`config.mk`:
```
export PLATFORM = sky130hd
export DESIGN_NAME = alu_result_scoreboard
export DESIGN_NICKNAME = d
export VERILOG_FILES = /design/src/rtl/alu_result_scoreboard.sv
export SDC_FILE = /design/constraint.sdc
export NUM_CORES = 1
export LEC_CHECK = 0
export ABC_AREA = 1
export CELL_PAD_IN_SITES_DETAIL_PLACEMENT = 1
export CELL_PAD_IN_SITES_GLOBAL_PLACEMENT = 1
export CORE_UTILIZATION = 40
export DETAILED_ROUTE_END_ITERATION = 12
export PLACE_DENSITY = 0.88
export SYNTH_ARGS = -nofsm -noshare
export SYNTH_HDL_FRONTEND = slang
export SYNTH_SLANG_ARGS = --single-unit
```
`constraint.sdc`:
```
create_clock -name clk -period 3 [get_ports clk]
set_clock_uncertainty 0.05 [all_clocks]
set_input_delay 0.6 -clock clk [delete_from_list [all_inputs] [get_ports clk]]
set_output_delay 0.6 -clock clk [all_outputs]
set_load 0.03 [all_outputs]
```
`src/rtl/alu_result_scoreboard.sv`:
```
// ALU response checker: expected entries queue in order; ALU results pop and compare against them.
// Latency: compare result and counters register 1 cycle after the pop; DONE follows the drain.
// Backpressure: exp_ready = !full, act_ready = !empty; both read registered state only, no bypass.
module alu_result_scoreboard #(
   parameter int WORD_WIDTH  = 32,
   parameter int FLAGS_WIDTH = 4,
   parameter int DEPTH       = 8,
   parameter int CNT_WIDTH   = 16
) (
   input  logic                     clk,
   input  logic                     rst,
   input  logic                     exp_valid,
   output logic                     exp_ready,
   input  logic [WORD_WIDTH-1:0]    exp_out,
   input  logic [FLAGS_WIDTH-1:0]   exp_flags,
   input  logic [FLAGS_WIDTH-1:0]   exp_flags_mask,
   input  logic                     act_valid,
   output logic                     act_ready,
   input  logic [WORD_WIDTH-1:0]    act_out,
   input  logic [FLAGS_WIDTH-1:0]   act_flags,
   input  logic                     end_test,
   output logic                     cmp_valid,
   output logic                     cmp_pass,
   output logic [CNT_WIDTH-1:0]     pass_count,
   output logic [CNT_WIDTH-1:0]     fail_count,
   output logic                     first_fail_valid,
   output logic [CNT_WIDTH-1:0]     first_fail_index,
   output logic [WORD_WIDTH-1:0]    first_fail_act,
   output logic [$clog2(DEPTH):0]   fill_level,
   output logic                     done,
   output logic                     all_pass
);

   localparam int AW = $clog2(DEPTH);

   typedef enum logic [1:0] {RUN, DRAIN, DONE} state_t;

   state_t                 state, state_nxt;
   logic [WORD_WIDTH-1:0]  mem_out   [DEPTH];
   logic [FLAGS_WIDTH-1:0] mem_flags [DEPTH];
   logic [FLAGS_WIDTH-1:0] mem_mask  [DEPTH];
   logic [AW-1:0]          wr_ptr, rd_ptr;
   logic [AW:0]            count;
   logic                   full, empty, push, pop, match;
   logic [CNT_WIDTH:0]     ord_sum;
   logic [CNT_WIDTH-1:0]   ordinal;

   assign full       = (count == (AW+1)'(DEPTH));
   assign empty      = (count == '0);
   assign exp_ready  = !full && (state != DONE);
   assign act_ready  = !empty && (state != DONE);
   assign push       = exp_valid && exp_ready;
   assign pop        = act_valid && act_ready;
   assign fill_level = count;
   assign done       = (state == DONE);
   assign all_pass   = done && (fail_count == '0);

   // Masked flag bits are don't-care; the result word always compares in full.
   assign match = (act_out == mem_out[rd_ptr]) &&
                  (((act_flags ^ mem_flags[rd_ptr]) & mem_mask[rd_ptr]) == '0);

   // Ordinal of the comparison being retired, clamped at all-ones like the counters.
   assign ord_sum = {1'b0, pass_count} + {1'b0, fail_count};
   assign ordinal = ord_sum[CNT_WIDTH] ? '1 : ord_sum[CNT_WIDTH-1:0];

   // Entry storage; contents need no reset because occupancy gates every read.
   always_ff @(posedge clk) begin
      if (push) begin
         mem_out[wr_ptr]   <= exp_out;
         mem_flags[wr_ptr] <= exp_flags;
         mem_mask[wr_ptr]  <= exp_flags_mask;
      end
   end

   // Pointers wrap naturally at DEPTH; the occupancy counter resolves full vs empty.
   always_ff @(posedge clk) begin
      if (rst) begin
         wr_ptr <= '0;
         rd_ptr <= '0;
         count  <= '0;
      end else begin
         if (push) wr_ptr <= wr_ptr + 1'b1;
         if (pop)  rd_ptr <= rd_ptr + 1'b1;
         case ({push, pop})
            2'b10:   count <= count + 1'b1;
            2'b01:   count <= count - 1'b1;
            default: count <= count;
         endcase
      end
   end

   // Registered compare stage with saturating pass/fail counters.
   always_ff @(posedge clk) begin
      if (rst) begin
         cmp_valid  <= 1'b0;
         cmp_pass   <= 1'b0;
         pass_count <= '0;
         fail_count <= '0;
      end else begin
         cmp_valid <= pop;
         if (pop) begin
            cmp_pass <= match;
            if (match) begin
               if (pass_count != '1) pass_count <= pass_count + 1'b1;
            end else begin
               if (fail_count != '1) fail_count <= fail_count + 1'b1;
            end
         end
      end
   end

   // Keep only the first mismatch so later failures cannot hide the root cause.
   always_ff @(posedge clk) begin
      if (rst) begin
         first_fail_valid <= 1'b0;
         first_fail_index <= '0;
         first_fail_act   <= '0;
      end else if (pop && !match && !first_fail_valid) begin
         first_fail_valid <= 1'b1;
         first_fail_index <= ordinal;
         first_fail_act   <= act_out;
      end
   end

   // State register.
   always_ff @(posedge clk) begin
      if (rst) state <= RUN;
      else     state <= state_nxt;
   end

   // Next state: drain finishes once the queue is empty and the compare stage has retired.
   always_comb begin
      state_nxt = state;
      case (state)
         RUN:     if (end_test) state_nxt = DRAIN;
         DRAIN:   if (empty && !cmp_valid) state_nxt = DONE;
         DONE:    state_nxt = DONE;
         default: state_nxt = RUN;
      endcase
   end

endmodule

```
Yosys cells after proc, flatten, opt, wreduce, memory -nomap -nowiden. Memory sizes are Yosys's and may differ from the RTL's. A register that Yosys moved wholly into a read port is not among the register bits. Index checks and enable logic that the tools add are counted.

Shifts and indexed selects: 0. Add/sub/neg operators: 7. Equality and inequality tests: 11. $mul: 0. Reduce and logical (&&, ||, !) cells: 22. $lt $le $gt $ge: 0. Muxes and demuxes: 13. Bitwise logic cells: 3. Div/mod/pow operators: 0.

Operators by type and width (count): $add 16x1->16 const B (2); $eq 32x32->1 (1); $ne 16x16->1 const B (2); $mux 3 (6); $add 16x16->17 (1); $logic_not 16->1 (1); $mux 16 (1); $logic_and 1x1->1 (9); $logic_not 4->1 (2); $pmux 4 s2 (1); $add 3x1->3 const B (2); $ne 2x2->1 const B (3); $pmux 2 s3 (1); $reduce_and 3->1 (2); $logic_not 1->1 (5); $add 4x1->4 const B (1); $and 4x4->4 (1); $eq 2x1->1 const B (2); $eq 2x2->1 const B (2); $eq 4x4->1 const B (1); $mux 2 (2); $sub 4x1->4 const B (1); $xor 4x4->4 (1); $logic_not 2->1 (1); other kinds (4) (5).

Output and inout bits: 91. Memories kept: 3. Memory bits (writable): 320. ROM bits: 0. Flip-flop bits (word level): 95. Latch bits: 0.

Memory list: mem_out (depth 8, bits a word 32, rd ports 1, clocked after memory_dff 1, write ports 1, RTL line 39) `logic [WORD_WIDTH-1:0] mem_out [DEPTH];`; mem_flags (depth 8, bits a word 4, rd ports 1, clocked after memory_dff 1, write ports 1, RTL line 40) `logic [FLAGS_WIDTH-1:0] mem_flags [DEPTH];`; mem_mask (depth 8, bits a word 4, rd ports 1, clocked after memory_dff 1, write ports 1, RTL line 41) `logic [FLAGS_WIDTH-1:0] mem_mask [DEPTH];`.

Logic depth before layout (Yosys ltp). Gate-level depths: netlist (run 1).

Depth in word-level cells: 7. Depth in mapped cells: 22. Mapped depth without buffers: 18.

Worst setup path after synthesis (run 1). Ideal clock, no wire load.

Kind: reg-to-reg. From: register state[0]. To: memory mem_flags[0][0] (enable). Path buffers: 0. Setup time: 0.437 ns. Slack: -0.988 ns. Period minus slack after synthesis: 3.988 ns. Data required time: 2.513 ns. Stages on the path, launching flop included: 8. Data arrival time: 3.500 ns. Cell sequence: dfxtp_1 inv_1 ha_1 a31oi_1 nand2_1 inv_1 nand2_1 nor2_1.

Cells in the longest elaborated chain, start to end: 5.

RTL lines: start, declared (RTL line 38) `state_t state, state_nxt;`; start signal, assigned (RTL line 128) `else state <= state_nxt;`; $ne 2x2->1 (RTL line 50) `assign exp_ready = !full && (state != DONE);`; $logic_and 1x1->1 (RTL line 50); via exp_ready (RTL line 13) `output logic exp_ready,`; $logic_and 1x1->1 (RTL line 52) `assign push = exp_valid && exp_ready;`; $mux 1 (RTL line 68) `if (push) begin`; $mux 1 (implied by the code) (RTL line 70) `mem_flags[wr_ptr] <= exp_flags;`; end, declared (RTL line 40).

The timed path passes the listed nets, and every way through them passes these cells.

==> reports/metrics.cfg, run 1 <==
[timing]
period_minus_slack_ns=2.99
timing.final.crit_share=0.997
max_freq_mhz=334
final-max-slew-violation-count=0
maxSlewHeadroom=0.570
worstMarginPinSlew_ns=0.646
timing.final.ws_setup_ns=0.00797
hold_viol=0
setup_violations=0

[synthesis]
synth_fa_ha_area_frac=0.0192
netlist_instances=2295
synthXorXnorAreaFrac=0.00534
synth_area_um2=19700
muxShareOfSynthArea=0
seq_area_frac_synth=0.587
ys_seq_elements=418
synth_compound_area_frac=0.0175
synthDistinctLibCells=36
synth_warnings=0
synth_top_family_by_area=simple AND/OR/NAND/NOR gates
synthSimpleGateAreaFrac=0.283
syn_nets=2405
syn-mean-instance-area_um2=8.58

[floorplanning]
die_area_um2=50100
die_h_um=224
ios=172
initial_core_util=0.409
fp.coreArea_um2=48100
std_cell_rows=80
die_w_um=224

[cts]
cts_buffers=45
cts.path.max_buffers=3
cts_sinks=418
path_clk_slew_ns=0.06
clockRootBuffer=clkbuf_16
cts_tree=done
htree_levels=2
clk_latency_ns=0.60

[setup_path]
max_stage_delay_ns=0.43
crit_slowest_cell=dfxtp_4
crit_required_ns=3.46
cp_max_fo=17
end_kind=flop
worst_setup_path_start_kind=flop
path_class=flop to flop
worst_ep_arrival_time_ns=3.45
path_cells=buf_12 > buf_4 > clkbuf_16 > nand2_1 > nand3_1 > nand3_1 > nand2_1 > nand2_1 > nand2_1 > nand2_1 > nor2_1 > nand2_2 > nor2_2 > nand3_2 > nand3_4 > buf_6 > clkbuf_16 > nor2_1 > nor2_1
path_common_cell=nand2_1

[global_routing]
grt_max_degree=60
grt_pass1_wl_mm=97.5
antenna_found_initial=5
grt_usage=0.253
grt_pass1_vias=17900
grt-ovfl-total=0

[power]
totalPowerFinal_mw=19.3
power_density_nw_per_um2=784
irDropWorstVdd_v=0.000559
power_leakage_nw=10.6

[drt]
wl_met1_mm=26.0
drc=0
dr.max_layer_used=met5
vias=16900
dr_wl_met2_mm=34.7
drt-initial-drc-count=1202
dr_wl_met3_mm=3.52
postRouteAntennaNets=0
wirelength_mm=67.4
wl_per_cell_um=21.1
dr.pass1.iters=5
drt-vias-per-instance=5.30

[min_path]
hp-class=flop to flop

[placement]
place_ws_ns=0.0324
gp_congestion=0.859
io_buffers=171
dp_hpwl_mm=40.8

[status]
status=finished, final reports clean

[final_layout]
finalNetCount=2612
drive_gt1_frac=0.0777
area_delta_synth_final_pct=24.7

[job]
maxCapViolCount=0

placed cells by master (no fill, tap or decap), types with 8 or more instances in the layout:
cell / n
a21oi_1: 25
buf_12: 22
buf_4: 38
clkbuf_1: 13
clkbuf_16: 55
clkdlybuf4s50_1: 170
dfxtp_1: 95
edfxtp_1: 320
ha_1: 26
inv_1: 328
nand2_1: 763
nand3_1: 249
nand3_2: 10
nand3b_1: 12
nand4_1: 36
nor2_1: 230
nor2_2: 8
nor2_4: 12
nor3_1: 14
o21ai_0: 18
xnor2_1: 9
where the power goes:
group          total, mW  leakage (nW)  switching (mW)  internal, mW
clock network       5.45         0.699            2.36          3.09
logic               6.53          6.22            4.24          2.29
registers           7.28          3.70           0.347          6.93
timing repair:
item,in CTS,in global routing
gates resized for setup,5,49
pin swaps,0,10
buffers inserted,0,11
gates cloned,1,11
hold buffers,0,0
endpoints found under the setup margin,40,80
path summary, 6_finish.rpt:
path | start | end | slack (ns) | depth (start not counted)
min reg2reg | rd_ptr[2]$_SDFFE_PP0P_ | flop | 0.42 | 1
min | rd_ptr[2]$_SDFFE_PP0P_ | flop | 0.42 | 1
max | flop | first_fail_index[5]$_SDFFE_PP0P_ | 0.008 | 19
max reg2reg | flop | first_fail_index[5]$_SDFFE_PP0P_ | 0.008 | 19
worst max-delay path, delay by kind of cell, from the launching register on:
family / cells / cell delay, ns
buf+inv: 5 / 0.84
simple gates: 14 / 1.57
flops: 1 / 0.43
sequential cells by signal, indices dropped and copies added, names as in the netlist, named ones only:
| register | cells |
|---|---|
| pass_count | 16 |
| mem_mask | 32 |
| fail_count | 16 |
| rd_ptr | 3 |
| cmp_pass | 1 |
| cmp_valid | 1 |
| mem_out | 256 |
| first_fail_valid | 1 |
| wr_ptr | 3 |
| mem_flags | 32 |
| state | 2 |
| first_fail_index | 16 |
| fill_level | 4 |
| first_fail_act | 32 |
cell usage after synthesis:
master | number | area, µm²
o21ai_0 | 18 | 90.1
clkbuf_1 | 26 | 97.6
nor2_2 | 2 | 12.5
o2111ai_1 | 1 | 8.76
nor2_1 | 247 | 927
nor3_1 | 14 | 70.1
buf_2 | 46 | 230
buf_6 | 5 | 56.3
nand4_1 | 36 | 225
o21ai_1 | 4 | 20.0
a31oi_1 | 4 | 25.0
xor2_1 | 3 | 26.3
a211oi_1 | 3 | 22.5
nand2_1 | 771 | 2890
o21a_1 | 1 | 7.51
nor3b_1 | 1 | 7.51
nand3b_1 | 12 | 90.1
a21oi_1 | 25 | 125
nor4_1 | 3 | 18.8
ha_1 | 27 | 338
a21o_1 | 2 | 15.0
o211ai_1 | 3 | 22.5
nand3_1 | 259 | 1300
fa_1 | 2 | 40.0
edfxtp_1 | 320 | 9610
nor2_4 | 1 | 11.3
buf_1 | 6 | 22.5
nand3_2 | 1 | 10.0
inv_1 | 329 | 1230
dfxtp_1 | 98 | 1960
a21boi_0 | 1 | 7.51
buf_4 | 10 | 75.1
clkinv_1 | 1 | 3.75
or2_2 | 1 | 6.26
inv_2 | 3 | 11.3
xnor2_1 | 9 | 78.8
stage by stage:
stage	instances	instance area (µm²)	utilization	hold slack, ns	setup TNS [ns]
6_report	3196	24600	0.510	0.418	0
5_1_grt	3195	24600	0.510	0.452	-2.66
4_1_cts	3171	24000	0.499	0.422	0
3_5_place_dp	3088	22600	0.468	0.410	0
3_3_place_gp	3088	22600	0.468	0.367	0
2_1_floorplan	2295	19800	-	0.362	-40.10
cell type report:
type,instances,area [µm²]
timing repair buffer,252,2860
multi-input combinational,1451,6600
sequential,418,11600
inverter,333,1260
clock inverter,16,128
timing repair inverter,1,8.76
clock buffer,66,1300
antenna,3,7.51
fill,5538,23600
tap,656,821
logic make-up after synthesis:
kind of cell             count (synthesis)
AO/OA/AOI/OAI                           62
flip-flops                             418
buffers and inverters                  426
adder cells (fa/ha/maj)                 29
XOR/XNOR                                12
AND/OR/NAND/NOR                       1348
per-layer routing:
metal,up-vias,track usage
met1,8467,0.296
met2,543,0.455
met5,-,0
met4,4,0.123
met3,184,0.0323
li1,7744,-
Note: power is estimated with default switching activity, not from simulation.
==> run 2, diff against run 1 <==
--- a/config.mk
+++ b/config.mk
@@ -8,9 +8,10 @@
 export ABC_AREA = 1
 export CELL_PAD_IN_SITES_DETAIL_PLACEMENT = 1
 export CELL_PAD_IN_SITES_GLOBAL_PLACEMENT = 1
-export CORE_UTILIZATION = 40
+export CORE_UTILIZATION = 44
 export DETAILED_ROUTE_END_ITERATION = 12
-export PLACE_DENSITY = 0.88
+export GPL_TIMING_DRIVEN = 0
+export PLACE_DENSITY = 0.92
 export SYNTH_ARGS = -nofsm -noshare
 export SYNTH_HDL_FRONTEND = slang
 export SYNTH_SLANG_ARGS = --single-unit
==> constraint.sdc (replaced) <==
create_clock -name clk -period 3.16 [get_ports clk]
set_clock_uncertainty 0.05 [all_clocks]
set_input_delay 0.632 -clock clk [delete_from_list [all_inputs] [get_ports clk]]
set_output_delay 0.632 -clock clk [all_outputs]
set_load 0.03 [all_outputs]
==> reports/metrics.cfg, run 2 (same netlist as run 1, synthesis figures left out) <==
[timing]
fin_hold_ws_ns=0.449
hold_viol=0
maxSlewHeadroom=0.294
timing.final.ws_setup_ns=-0.101
finalSetupTns_ns=-0.495
max_freq_mhz=307
period_minus_slack_ns=3.26
worstMarginPinSlew_ns=1.06
setup_violations=19
timing.final.crit_share=1.03
final-max-slew-violation-count=0
rsz0062_at_grt=true

[final_layout]
largest_reg_flops=256
largest-register=mem_out
final_common_cell=nand2_1
final_cells=3158
mostFrequentLayoutCells=nand2_1, inv_1, edfxtp_1
fin_util=0.550
area_delta_synth_final_pct=23.4
fillers=5052
finalNetCount=2640
drive_gt1_frac=0.0776
design_area_um2=24300

[status]
violations=setup timing
status=complete, but fails checks

[placement]
gp_congestion=0.914
place_ws_ns=-0.525
dp_hpwl_mm=52.7
place_area_um2=22500
dp.cells=3070
io_buffers=171

[power]
irDropWorstVdd_v=0.000592
power_leakage_nw=10.6
power_density_nw_per_um2=772
totalPowerFinal_mw=18.8
power.share.switching=0.378
p_switching_mw=7.10
p_clk_frac=0.288
pwr-share-seq=0.368
p_comb_frac=0.344
p_int_mw=11.7

[setup_path]
max_stage_delay_ns=0.33
path_common_cell=nand2_1
crit_slowest_cell=dfxtp_1
crit_buf_inv=6
cp_max_fo=10
worst_setup_path_start_kind=flop
worst_ep_arrival_time_ns=3.72
crit_required_ns=3.62
path_cells=buf_6 > inv_2 > buf_12 > buf_12 > nand2_1 > nand2_1 > nand2_1 > nand3_2 > nand2_2 > nand2_1 > nand2_1 > nand3_1 > nor2_2 > nand2_1 > nor2_4 > nand3_4 > nand3_4 > buf_8 > buf_8 > nor2_1 > nor2_1
path_class=flop to flop
reg2reg_setup_slack_ns=-0.10
path_delay_family=simple AND/OR/NAND/NOR gates
end_kind=flop

[floorplanning]
die_w_um=214
ios=172
std_cell_rows=77
initial_core_util=0.445
fp.coreArea_um2=44200
die_h_um=214
die_area_um2=45600

[global_routing]
grt_max_degree=24
grt_pass1_vias=19300
grt_pass1_wl_mm=114
grt-ovfl-total=0
grt_usage=0.341
antenna_found_initial=5

[cts]
clk_latency_ns=0.61
path_clk_slew_ns=0.07
cts.path.max_buffers=3
clockRootBuffer=clkbuf_16
cts_buffers=45
cts_tree=done
holdBufCountCts=0
htree_levels=2
cts_sinks=418

[drt]
vias=18200
postRouteAntennaNets=0
drt-vias-per-instance=5.75
wirelength_mm=78.6
drt-initial-drc-count=1985
drc=0
wl_per_cell_um=24.9
dr.pass1.iters=5

[job]
maxCapViolCount=0

[min_path]
hp-class=flop to flop

run 2: what timing repair did:
action | in CTS | in global routing
setup endpoints to repair | 86 | 135
pin swaps | 2 | 5
resized for setup | 54 | 62
setup buffers | 2 | 4
run 2: final timing paths:
path	start	to	cells after the start
min	rd_ptr[2]$_SDFFE_PP0P_	rd_ptr[2]$_SDFFE_PP0P_	1
min reg2reg	rd_ptr[2]$_SDFFE_PP0P_	rd_ptr[2]$_SDFFE_PP0P_	1
max	flop	first_fail_act[27]$_SDFFE_PP0P_	21
max reg2reg	flop	first_fail_act[27]$_SDFFE_PP0P_	21
run 2: metal layers:
layer / global-route usage / up-vias / routed length [µm]
li1: - / 7813 / -
met1: 0.399 / 8827 / 28300
met2: 0.559 / 1154 / 37200
met3: 0.0804 / 368 / 7770
met4: 0.228 / 4 / 5290
met5: 0 / - / 28
run 2: final cells by class:
cell class / count / area [µm²] / area share
diodes: 3 / 7.51 / 0.000309
plain buffers: 92 / 677 / 0.0278
clock buffers: 56 / 1190 / 0.0488
clock inverters: 24 / 274 / 0.0113
inverters: 333 / 1250 / 0.0515
multi-input cells: 1451 / 6560 / 0.270
flip-flops and latches: 418 / 11600 / 0.476
well taps: 592 / 741 / 0.0305
repair buffers: 189 / 2050 / 0.0841
run 2: power groups by stage:
stage                     combinational (mW)  sequential (mW)  clock (mW)
after floorplan                         2.89             7.50           0
after global placement                  5.45             6.97           0
after detailed placement                5.93             7.01           0
after CTS                               6.14             6.90        5.42
after global routing                    6.85             6.95        5.60
final                                   6.45             6.91        5.41
